<file path="config.mk">
export PLATFORM = sky130hd
export DESIGN_NAME = uart_tx_arbiter
export DESIGN_NICKNAME = d
export VERILOG_FILES = /design/src/rtl/uart_tx_arbiter.sv
export SDC_FILE = /design/constraint.sdc
export NUM_CORES = 1
export LEC_CHECK = 0
export CAP_MARGIN = 0
export CORE_MARGIN = 2
export CORE_UTILIZATION = 35
export CTS_CLUSTER_SIZE = 14
export DETAILED_ROUTE_END_ITERATION = 10
export GPL_TIMING_DRIVEN = 1
export HOLD_SLACK_MARGIN = 0.02
export SKIP_LAST_GASP = 1
export SLEW_MARGIN = 20
export SYNTH_ARGS = -nofsm -noshare
export SYNTH_HDL_FRONTEND = slang
export SYNTH_SLANG_ARGS = --single-unit
</file>
<file path="constraint.sdc">
create_clock -name i_clk -period 5.85 [get_ports i_clk]
set_clock_uncertainty 0.1 [all_clocks]
set_input_delay 1.17 -clock i_clk [delete_from_list [all_inputs] [get_ports i_clk]]
set_output_delay 1.17 -clock i_clk [all_outputs]
set_load 0.02 [all_outputs]
</file>
<file path="src/rtl/uart_tx_arbiter.sv">
// uart_tx_arbiter: shares one UART transmitter among NUM_REQ packet sources.
// Round-robin arbitration at packet granularity, with an optional burst cap, an
// idle guard gap after each frame and a mid-packet stall timeout.
//
// Ports:
//   i_clk, i_rst            clock, asynchronous active-high reset
//   i_req_valid/o_req_ready per-requester word handshake
//   i_req_data, i_req_last  per-requester word (k at [k*DATA_W +: DATA_W]) and end-of-packet
//   o_tx_valid/i_tx_ready   word handshake towards the transmitter
//   o_tx_data               word to the transmitter
//   i_tx_done               end-of-frame pulse from the transmitter
//   i_enable                arbitration enable, honoured at release points
//   i_guard_cycles          idle clocks after each frame (0 = none)
//   i_max_burst             words per grant (0 = unlimited)
//   i_stall_limit           idle clocks tolerated mid-packet while granted (0 = off)
//   o_grant, o_grant_id     one-hot owner (0 when none) and current/last owner index
//   o_busy                  arbiter is not idle
//   o_stall_err             one-cycle pulse when a grant is revoked by stall timeout
module uart_tx_arbiter #(
  parameter int unsigned NUM_REQ = 4,
  parameter int unsigned DATA_W  = 9,
  parameter int unsigned CNT_W   = 16,
  localparam int unsigned ID_W   = $clog2(NUM_REQ)
) (
  input  logic                      i_clk,
  input  logic                      i_rst,
  input  logic [NUM_REQ-1:0]        i_req_valid,
  output logic [NUM_REQ-1:0]        o_req_ready,
  input  logic [NUM_REQ*DATA_W-1:0] i_req_data,
  input  logic [NUM_REQ-1:0]        i_req_last,
  output logic                      o_tx_valid,
  input  logic                      i_tx_ready,
  output logic [DATA_W-1:0]         o_tx_data,
  input  logic                      i_tx_done,
  input  logic                      i_enable,
  input  logic [CNT_W-1:0]          i_guard_cycles,
  input  logic [7:0]                i_max_burst,
  input  logic [CNT_W-1:0]          i_stall_limit,
  output logic [NUM_REQ-1:0]        o_grant,
  output logic [ID_W-1:0]           o_grant_id,
  output logic                      o_busy,
  output logic                      o_stall_err
);

  typedef enum logic [1:0] {StIdle, StSend, StWaitDone, StGuard} state_e;

  state_e             state_q;
  logic [NUM_REQ-1:0] grant_q;
  logic [ID_W-1:0]    grant_id_q;
  logic [7:0]         burst_q;
  logic [CNT_W-1:0]   guard_q;
  logic [CNT_W-1:0]   stall_q;
  logic               last_q;
  logic               stall_err_q;

  logic [DATA_W-1:0]  req_word [NUM_REQ];

  for (genvar g = 0; g < NUM_REQ; g++) begin : g_word
    assign req_word[g] = i_req_data[g*DATA_W +: DATA_W];
  end

  // Round-robin pick: first valid requester after the last owner.
  logic            pick_found;
  logic [ID_W-1:0] pick_id;
  logic [ID_W-1:0] cand;

  always_comb begin
    pick_found = 1'b0;
    pick_id    = '0;
    cand       = '0;
    for (int unsigned i = 0; i < NUM_REQ; i++) begin
      cand = ID_W'((32'(grant_id_q) + 32'd1 + i) % NUM_REQ);
      if (!pick_found && i_req_valid[cand]) begin
        pick_found = 1'b1;
        pick_id    = cand;
      end
    end
  end

  logic send;
  logic cur_valid;
  logic hs;
  logic release_now;
  logic stall_hit;
  logic guard_end;

  assign send      = (state_q == StSend);
  assign cur_valid = i_req_valid[grant_id_q];
  assign hs        = send && cur_valid && i_tx_ready;

  // A burst-capped requester keeps its packet position and resumes on its next grant.
  assign release_now = last_q || ((i_max_burst != 8'd0) && (burst_q == i_max_burst)) ||
                       !i_enable;
  assign stall_hit   = (i_stall_limit != '0) && ((stall_q + CNT_W'(1)) == i_stall_limit);
  assign guard_end   = (guard_q + CNT_W'(1)) >= i_guard_cycles;

  assign o_tx_valid  = send && cur_valid;
  assign o_tx_data   = send ? req_word[grant_id_q] : '0;
  assign o_req_ready = {NUM_REQ{send & i_tx_ready}} & grant_q;
  assign o_grant     = grant_q;
  assign o_grant_id  = grant_id_q;
  assign o_busy      = (state_q != StIdle);
  assign o_stall_err = stall_err_q;

  always_ff @(posedge i_clk or posedge i_rst) begin
    if (i_rst) begin
      state_q     <= StIdle;
      grant_q     <= '0;
      grant_id_q  <= ID_W'(NUM_REQ - 1);
      burst_q     <= '0;
      guard_q     <= '0;
      stall_q     <= '0;
      last_q      <= 1'b0;
      stall_err_q <= 1'b0;
    end else begin
      stall_err_q <= 1'b0;
      unique case (state_q)
        StIdle: begin
          if (i_enable && pick_found) begin
            grant_q          <= '0;
            grant_q[pick_id] <= 1'b1;
            grant_id_q       <= pick_id;
            burst_q          <= '0;
            stall_q          <= '0;
            last_q           <= 1'b0;
            state_q          <= StSend;
          end
        end
        StSend: begin
          if (hs) begin
            last_q  <= i_req_last[grant_id_q];
            burst_q <= burst_q + 8'd1;
            stall_q <= '0;
            state_q <= StWaitDone;
          end else if (cur_valid) begin
            stall_q <= '0;
          end else if (stall_hit) begin
            stall_err_q <= 1'b1;
            grant_q     <= '0;
            stall_q     <= '0;
            state_q     <= StIdle;
          end else begin
            stall_q <= stall_q + CNT_W'(1);
          end
        end
        StWaitDone: begin
          if (i_tx_done) begin
            if (i_guard_cycles != '0) begin
              guard_q <= '0;
              state_q <= StGuard;
            end else if (release_now) begin
              grant_q <= '0;
              state_q <= StIdle;
            end else begin
              state_q <= StSend;
            end
          end
        end
        StGuard: begin
          if (guard_end) begin
            if (release_now) begin
              grant_q <= '0;
              state_q <= StIdle;
            end else begin
              state_q <= StSend;
            end
          end else begin
            guard_q <= guard_q + CNT_W'(1);
          end
        end
        default: state_q <= StIdle;
      endcase
    end
  end

endmodule

</file>
==> results.json, run 1 <==
{
  "status": "completed",
  "final_core_util_pct": 47.6,
  "synthMuxAreaShare_pct": 8.01,
  "cts_tree": "yes",
  "wl_mm": 11.3,
  "worst_slew_margin_rel_pct": 54.9,
  "routed_via_density": 5.55,
  "start_kind": "flop",
  "design.core.area_um2": 11600,
  "synth_compound_area_share_pct": 15.6,
  "path_class": "flop to flop",
  "end_kind": "flop",
  "syn_area_um2": 4190,
  "synth_cells": 485,
  "nNetsFinal": 688,
  "syn_area_per_cell_um2": 8.63,
  "worstPathArrival_ps": 4370,
  "dp_hpwl_mm": 8.64,
  "die_height_um": 113,
  "reg2reg_from": "guard_q[0]$_DFFE_PP0P_",
  "ant_nets": 0,
  "maxCapViolCount": 0,
  "track_usage_pct": 18.2,
  "yosysUniqueCellTypes": 67,
  "overflow": 0,
  "wire_per_inst_um": 15.6,
  "synthAdderAreaFrac_pct": 5.68,
  "first_global_vias": 4019,
  "wl_met3_um": 673,
  "drive_gt1_share_pct": 7.06,
  "clock_latency_ps": 290,
  "io_pins": 111,
  "antenna_found_initial": 0,
  "synth_seq_cells": 50,
  "holdPathStages": 2,
  "via_count": 4019,
  "dr.pass1.iters": 4,
  "ys.flop_type": "dfrtp_1",
  "grt_max_degree": 51,
  "period_needed_ps": 4310,
  "dr.max_layer_used": "met4",
  "grt_setup_unrepaired": "false",
  "rr_endpoint": "guard_q[11]$_DFFE_PP0P_",
  "grt_pass1_wl_mm": 19.2,
  "yosys.area.top_type_share_pct": 28.7,
  "synthXorXnorAreaFrac_pct": 9.83,
  "crit_required_ps": 5900,
  "gp_congestion": 0.850,
  "cellPowerDensity_nw_per_um2": 243,
  "area_delta_synth_final_pct": 31.5,
  "cts.repair.resized": 0,
  "yosys-top-cells-area": "dfrtp_1 (29%), mux4_2 (5.9%), ha_1 (5.7%)",
  "clock_sinks": 50,
  "yosysMostFrequentCell": "dfrtp_1",
  "ys_top_cells_by_count": "dfrtp_1 (48), nand2_1 (45), nor2_1 (34), o21ai_0 (34)",
  "reg2reg_depth": 17,
  "final_area_um2": 5510,
  "setup_violations": 0,
  "h-tree-depth": 2,
  "start_util_pct": 36.2,
  "fin_ws_ps": 1540,
  "die_x_um": 113,
  "final-hold-violation-count": 0,
  "worstMarginPinSlew_ps": 668,
  "seq_area_frac_synth_pct": 29.9,
  "yosysTopAreaCell": "dfrtp_1",
  "clk_pin_slew_worst_paths_ps": 70,
  "cts_buffer_depth": 2,
  "synth_nets": 593,
  "hold_path_end": "guard_q[15]$_DFFE_PP0P_",
  "timing.final.crit_share_pct": 73.8,
  "drv_slew": 0,
  "critPathMaxFanout": 28,
  "wl_met2_mm": 5.41,
  "rows": 39,
  "p_leak_uw": 0.00228,
  "fmax_mhz": 232,
  "ff2ff_setup_slack_ps": 1540,
  "drc": 0,
  "drt_iter0_drc": 237,
  "die_area_um2": 12900,
  "synth_top_family_by_area": "simple AND/OR/NAND/NOR gates",
  "cts_buffers": 5,
  "insertedDiodeCount": 0,
  "yosys_warnings": 0,
  "synth_edf_count": 0,
  "setup-tns-final_ps": 0,
  "ctsHoldBuffers": 0,
  "dp_slack_ps": 1520,
  "clockRootBuffer": "clkbuf_16",
  "portBuffers": 110,
  "ir_drop_uv": 118,
  "post_cts_buffers": 0,
  "wl_met1_mm": 5.06,
  "yosys.area_share.simple_pct": 24.5,
  "hold_class": "flop to flop",
  "min_from": "guard_q[15]$_DFFE_PP0P_",
  "placed_cell_area_um2": 5350,
  "async_reset_ff_share_pct": 100
}
==> report_power, final <==
group,internal (uW),switching [uW],total (uW)
Combinational,270,217,487
Clock,202,126,329
Sequential,419,101,520
==> flip-flops by register name (all words and copies together), names as in the netlist <==
| register | count |
|---|---|
| guard_q | 16 |
| stall_q | 16 |
| burst_q | 8 |
| o_grant | 4 |
| o_grant_id | 2 |
| state_q | 2 |
| last_q | 1 |
| o_stall_err | 1 |
==> critical path, stage by stage, from the launching register on <==
cell and delay, ps:
dfrtp_1 440, and3_1 190, nand3_1 110, nor2_1 180, and3_1 300, nand2_1 140, nor2_1 140, xnor2_1 150
inv_1 70, ha_1 290, a211oi_1 260, o2111ai_1 190, a2111oi_0 550, a31oi_1 350, o2bb2ai_1 220, buf_4 220
o21ai_0 180, o31ai_1 90
==> stage by stage <==
stage          hold WS, ps  std cells  total power, uW
2_1_floorplan          370        485              825
5_1_grt                453        724             1440
6_report               398        724             1340
4_1_cts                402        724             1350
3_3_place_gp           382        716             1000
3_5_place_dp           389        716             1020
==> final cells by class <==
cell class              count  area (um^2)
clock buffers               7          133
flip-flops and latches     50         1250
repair buffers            115         1140
clock inverters             1         30.0
inverters                  29          109
fillers                  1115         6060
well taps                 143          179
multi-input cells         379         2670
==> per-layer routing <==
metal / global-route usage, % / up-vias
met5: 0 / -
met4: 4.31 / 0
met3: 3.83 / 10
met2: 31.3 / 131
met1: 23.7 / 1924
li1: - / 1954
==> worst max-delay path by stage <==
stage                                 startpoint                       to  slack (ps)  depth (start not counted)
after floorplan           guard_q[0]$_DFFE_PP0P_   guard_q[0]$_DFFE_PP0P_        1980                         18
after CTS                 guard_q[0]$_DFFE_PP0P_   guard_q[8]$_DFFE_PP0P_        1520                         17
final                     guard_q[0]$_DFFE_PP0P_  guard_q[11]$_DFFE_PP0P_        1540                         17
after global routing      guard_q[0]$_DFFE_PP0P_   guard_q[9]$_DFFE_PP0P_        1000                         17
after detailed placement      i_guard_cycles[13]   guard_q[8]$_DFFE_PP0P_        1520                         11
after global placement            i_req_valid[3]               o_tx_valid        1610                          5
==> layout by cell type (no fill, tap or decap), types with 7 or more instances in the layout <==
cell	netlist	routed
xnor2_1	24	24
nor3_1	7	7
mux4_2	11	11
clkdlybuf4s50_1	0	110
ha_1	19	19
nand4_1	11	11
nand3_1	29	29
o21ai_0	34	34
xor2_1	23	23
a21oi_1	14	14
and2_1	12	12
nor4_1	12	12
and3_1	11	11
inv_1	29	28
nand2_1	45	45
nand2b_1	9	9
nor2_1	34	34
dfrtp_1	48	48
==> cell families (layout without fill, tap and decap cells) <==
family,Yosys count,after routing
buf+inv,56,152
fa+ha+maj,19,19
compound gates,98,98
xor+xnor,47,47
simple gates,196,196
flops,50,50
mux,19,19
(Power assumes the default switching activity.)
==> run 2, diff against run 1 <==
clock period = 4.2 ns   (was 5.85 ns; I/O delays follow)
==> run 2 against run 1 <==
Against the previous run: clock-buffer cell count decreased by 2; wire length is 1.7% lower; utilization rose by 0.62 points; final area is 1.3% higher; sequential power is 38% higher; critical endpoint is now o_grant[1]$_DFFE_PP0P_.
==> results.json, run 2 (synthesis results as in run 1) <==
{
  "grt_max_degree": 51,
  "worst_slew_margin_rel_pct": 41.5,
  "gp_congestion": 0.922,
  "clock_sinks": 50,
  "via_count": 3951,
  "io_pins": 111,
  "p_comb_share_pct": 35.4,
  "ir_drop_uv": 206,
  "p_seq_share_pct": 37.3,
  "ctsHoldBuffers": 0,
  "reg2reg_from": "guard_q[0]$_DFFE_PP0P_",
  "setup.worst_path.start": "guard_q[0]$_DFFE_PP0P_",
  "die_x_um": 113,
  "fmax_mhz": 258,
  "drt_iter0_drc": 244,
  "antenna_found_initial": 0,
  "overflow": 0,
  "pwr-share-clk_pct": 27.3,
  "final_core_util_pct": 48.2,
  "setup_violations": 0,
  "final_area_um2": 5580,
  "end_kind": "flop",
  "largestRegisters": "guard_q: 16 flops, stall_q: 16 flops, burst_q: 8 flops",
  "layout_common_cells": "clkdlybuf4s50_1 (110), dfrtp_1 (48), nand2_1 (45), nor2_1 (34), o21ai_0 (34)",
  "placed_cell_area_um2": 5360,
  "design.core.area_um2": 11600,
  "wl_mm": 11.1,
  "die_area_um2": 12900,
  "drc": 0,
  "ff_latch_area_um2": 1250,
  "wire_per_inst_um": 15.3,
  "maxCapViolCount": 0,
  "drive_gt1_share_pct": 8.40,
  "timing.final.crit_share_pct": 92.3,
  "period_needed_ps": 3880,
  "critPathMaxFanout": 6,
  "clockRootBuffer": "clkbuf_16",
  "nNetsFinal": 690,
  "p_sw_share_pct": 32.4,
  "crit_required_ps": 4250,
  "grt_pass1_wl_mm": 18.5,
  "status": "completed",
  "internal_power_uw": 1300,
  "die_height_um": 113,
  "final-hold-violation-count": 0,
  "cts_buffers": 5,
  "hold_class": "flop to flop",
  "first_global_vias": 3939,
  "ant_nets": 0,
  "dp_hpwl_mm": 8.64,
  "area_delta_synth_final_pct": 33.2,
  "mostFrequentLayoutCell": "clkdlybuf4s50_1",
  "min_from": "guard_q[15]$_DFFE_PP0P_",
  "start_kind": "flop",
  "nFillCells": 1106,
  "cts_tree": "yes",
  "worstMarginPinSlew_ps": 877,
  "insertedDiodeCount": 0,
  "start_util_pct": 36.2,
  "clock_latency_ps": 290,
  "clk_pin_slew_worst_paths_ps": 70,
  "hold_ws_ps": 407,
  "cts_buffer_depth": 2,
  "rows": 39,
  "cellPowerDensity_nw_per_um2": 346,
  "drv_slew": 0,
  "h-tree-depth": 2,
  "multi_input_area_um2": 2690,
  "p_leak_uw": 0.00232,
  "track_usage_pct": 17.5,
  "worstPathArrival_ps": 3930,
  "dr.pass1.iters": 4,
  "portBuffers": 110,
  "path_class": "flop to flop",
  "switchingPower_uw": 627,
  "routed_via_density": 5.44
}
## run 2: worst paths after layout
| path | endpoint | slack (ps) | cells after the start |
|---|---|---|---|
| setup / recovery | o_grant[1]$_DFFE_PP0P_ | 320 | 18 |
| hold / removal | guard_q[15]$_DFFE_PP0P_ | 410 | 2 |
| setup reg to reg | o_grant[1]$_DFFE_PP0P_ | 320 | 18 |
| hold reg to reg | guard_q[15]$_DFFE_PP0P_ | 410 | 2 |
| max in group asynchronous | o_grant[2]$_DFFE_PP0P_ | 2550 | 2 |
| min in group asynchronous | guard_q[0]$_DFFE_PP0P_ | 930 | 2 |
## run 2: power by group through the flow
stage | sequential [uW] | combinational (uW) | clock (uW)
after detailed placement | 729 | 689 | 0
after CTS | 722 | 691 | 533
after global routing | 742 | 764 | 551
final | 720 | 684 | 527
after global placement | 726 | 667 | 0
after floorplan | 700 | 450 | 0
## run 2: layer usage
metal	track usage, %	share of wire (%)	up-vias
met5	0	0	-
met4	3.98	1.3	0
met3	3.88	6.1	14
met2	30.3	49	121
met1	22.3	44	1875
li1	-	-	1941
## run 2: timing repair
item                                    CTS  global route
setup buffers                             0             0
gates resized for setup                   1             4
pin swaps                                 0             1
hold endpoints to repair                  0             0
endpoints found under the setup margin    7            21
## run 2: cell type report
cell class / count / area share, %
Inverter: 29 / 1.97
Multi-Input combinational cell: 379 / 48.2
Clock buffer: 5 / 2.24
Sequential cell: 50 / 22.5
Timing Repair Buffer: 117 / 20.7
Tap cell: 143 / 3.21
Clock inverter: 3 / 1.23
## run 2: per-stage QoR
step	setup slack (ps)	instances	power, uW	TNS (ps)
final	322	726	1930	0
after global routing	-25.2	726	2060	-61.3
after CTS	14.4	726	1950	0
after detailed placement	-35.5	718	1420	-40.3
after global placement	261	718	1390	0
after floorplan	329	485	1150	0
## run 2: worst max-delay path, stage by stage (launching register included)
cell and delay [ps]:
dfrtp_1 440, and3_1 180, nand3_1 100, nor2_1 200, and3_1 210, buf_4 140
and4_1 200, xnor2_1 150, inv_1 80, ha_1 290, o21ai_0 100, o2111ai_2 240
a41oi_1 90, a21o_1 170, a31oi_1 240, buf_4 210, nand3_1 120, nor3_2 340
o32ai_1 150
==> run 3, diff against run 2 <==
CORE_UTILIZATION = 50   (was 35)
PLACE_DENSITY = 0.82   (was not set)
==> run 3 against run 2 <==
Against the previous run: cell count down 5.1%; flip-flop and latch count did not move; total power is 4.3% lower; largest cell class unchanged.
==> results.json, run 3 (synthesis results as in run 1) <==
{
  "via_count": 4073,
  "internal_power_uw": 1220,
  "path_class": "flop to flop",
  "met2_usage_pct": 42.8,
  "track_usage_pct": 25.2,
  "crit_required_ps": 4270,
  "hold_ws_ps": 414,
  "fmax_mhz": 260,
  "h-tree-depth": 2,
  "area_delta_synth_final_pct": 31.5,
  "nNetsFinal": 691,
  "p_comb_share_pct": 38.1,
  "grt_setup_unrepaired": "false",
  "die_height_um": 95.5,
  "insertedDiodeCount": 0,
  "drv_slew": 0,
  "post_cts_buffers": 0,
  "clk_pin_slew_worst_paths_ps": 90,
  "use_met1_pct": 33.3,
  "rows": 33,
  "p_sw_share_pct": 33.8,
  "hold_class": "flop to flop",
  "pwr-share-clk_pct": 22.7,
  "grt_max_degree": 51,
  "overflow": 0,
  "p_leak_uw": 0.00230,
  "worstMarginPinSlew_ps": 883,
  "final-hold-violation-count": 0,
  "io_pins": 111,
  "timing.final.crit_share_pct": 91.5,
  "cts_buffer_depth": 2,
  "grtUsageMet3_pct": 4.35,
  "worstPathArrival_ps": 3920,
  "critPathMaxFanout": 20,
  "nFillCells": 657,
  "end_kind": "flop",
  "ctsHoldBuffers": 0,
  "switchingPower_uw": 626,
  "period_needed_ps": 3850,
  "portBuffers": 110,
  "wire_per_inst_um": 16.0,
  "wl_mm": 11.0,
  "clock_latency_ps": 310,
  "fin_ws_ps": 355,
  "top_usage_layer": "met2",
  "antenna_found_initial": 0,
  "maxCapViolCount": 0,
  "cts_buffers": 5,
  "largestRegisters": "guard_q: 16 flops, stall_q: 16 flops, burst_q: 8 flops",
  "placed_cell_area_um2": 5320,
  "layout_common_cells": "clkdlybuf4s50_1 (110), dfrtp_1 (47), nand2_1 (45), nor2_1 (34), o21ai_0 (34)",
  "first_global_vias": 4027,
  "drc": 0,
  "ir_drop_uv": 199,
  "drive_gt1_share_pct": 8.90,
  "start_kind": "flop",
  "clock_sinks": 50,
  "setup_violations": 0,
  "die_x_um": 95.5,
  "clockRootBuffer": "clkbuf_8",
  "setup-tns-final_ps": 0,
  "mostFrequentLayoutCell": "clkdlybuf4s50_1",
  "ant_nets": 0,
  "routed_via_density": 5.91,
  "cellPowerDensity_nw_per_um2": 336,
  "drt_iter0_drc": 216,
  "grt_pass1_wl_mm": 18.4,
  "p_seq_share_pct": 39.2,
  "worst_slew_margin_rel_pct": 41.0,
  "design.core.area_um2": 8180,
  "dr.pass1.iters": 5,
  "start_util_pct": 51.2,
  "final_area_um2": 5510,
  "dp_slack_ps": 5.75,
  "dp_hpwl_mm": 8.44,
  "status": "completed",
  "final_core_util_pct": 67.4,
  "die_area_um2": 9120,
  "cts_tree": "yes",
  "gp_congestion": 0.899
}
-- run 3: cell types whose count changed in the layout (fill, tap and decap cells not counted), sizes merged --
cell	delta
buf	+1
clkbuf	+1
clkinv	-1
-- run 3: per-layer routing --
layer / up-vias / routed length, um
li1: 1947 / -
met1: 1936 / 4630
met2: 172 / 5460
met3: 18 / 760
met4: 0 / 175
met5: - / 0
-- run 3: what timing repair did --
action                                  in CTS  in global routing
pin swaps                                    0                  1
endpoints found under the setup margin       2                 21
endpoints found under the hold margin        0                  0
resized for setup                            1                  7
-- run 3: through the flow --
step | power [uW] | instances
finish | 1850 | 689
global route | 1980 | 689
CTS | 1840 | 689
detailed placement | 1430 | 681
global placement | 1380 | 681
floorplan | 1150 | 485
-- run 3: power by group through the flow --
stage                     Combinational (uW)  Clock (uW)  Sequential, uW
after global placement                   656           0             724
after CTS                                699         422             723
after global routing                     794         442             744
after detailed placement                 699           0             730
after floorplan                          450           0             700
final                                    705         419             725
-- run 3: worst paths after layout --
kind / start / endpoint / slack [ps] / cells past startpoint
hold reg to reg: guard_q[15]$_DFFE_PP0P_ / guard_q[15]$_DFFE_PP0P_ / 410 / 2
setup reg to reg: guard_q[0]$_DFFE_PP0P_ / guard_q[8]$_DFFE_PP0P_ / 350 / 18
min in group asynchronous: i_rst / stall_q[5]$_DFFE_PP0P_ / 930 / 2
max in group asynchronous: i_rst / guard_q[0]$_DFFE_PP0P_ / 2510 / 2
hold / removal: guard_q[15]$_DFFE_PP0P_ / guard_q[15]$_DFFE_PP0P_ / 410 / 2
setup / recovery: guard_q[0]$_DFFE_PP0P_ / guard_q[8]$_DFFE_PP0P_ / 350 / 18
-- run 3: critical path, stage by stage, from the launching register on --
cell	delay (ps)
dfrtp_2	420
and3_1	160
nand3_1	110
nor2_1	180
and3_1	210
nand2_1	120
nor2_1	150
xnor2_1	170
inv_1	80
ha_1	310
a211oi_2	280
o2111ai_2	210
a2111oi_4	280
a21o_1	180
a31oi_2	80
o2bb2ai_1	200
buf_4	200
o21ai_0	180
o21ai_0	110
-- run 3: layout make-up --
class | instances | area [um^2] | share of cell area (%)
inverter | 29 | 110 | 2.00
multi-input combinational | 379 | 2710 | 49.1
tap | 105 | 131 | 2.39
clock buffer | 6 | 82.6 | 1.50
sequential | 50 | 1250 | 22.8
timing repair buffer | 118 | 1160 | 21.1
clock inverter | 2 | 60.1 | 1.09
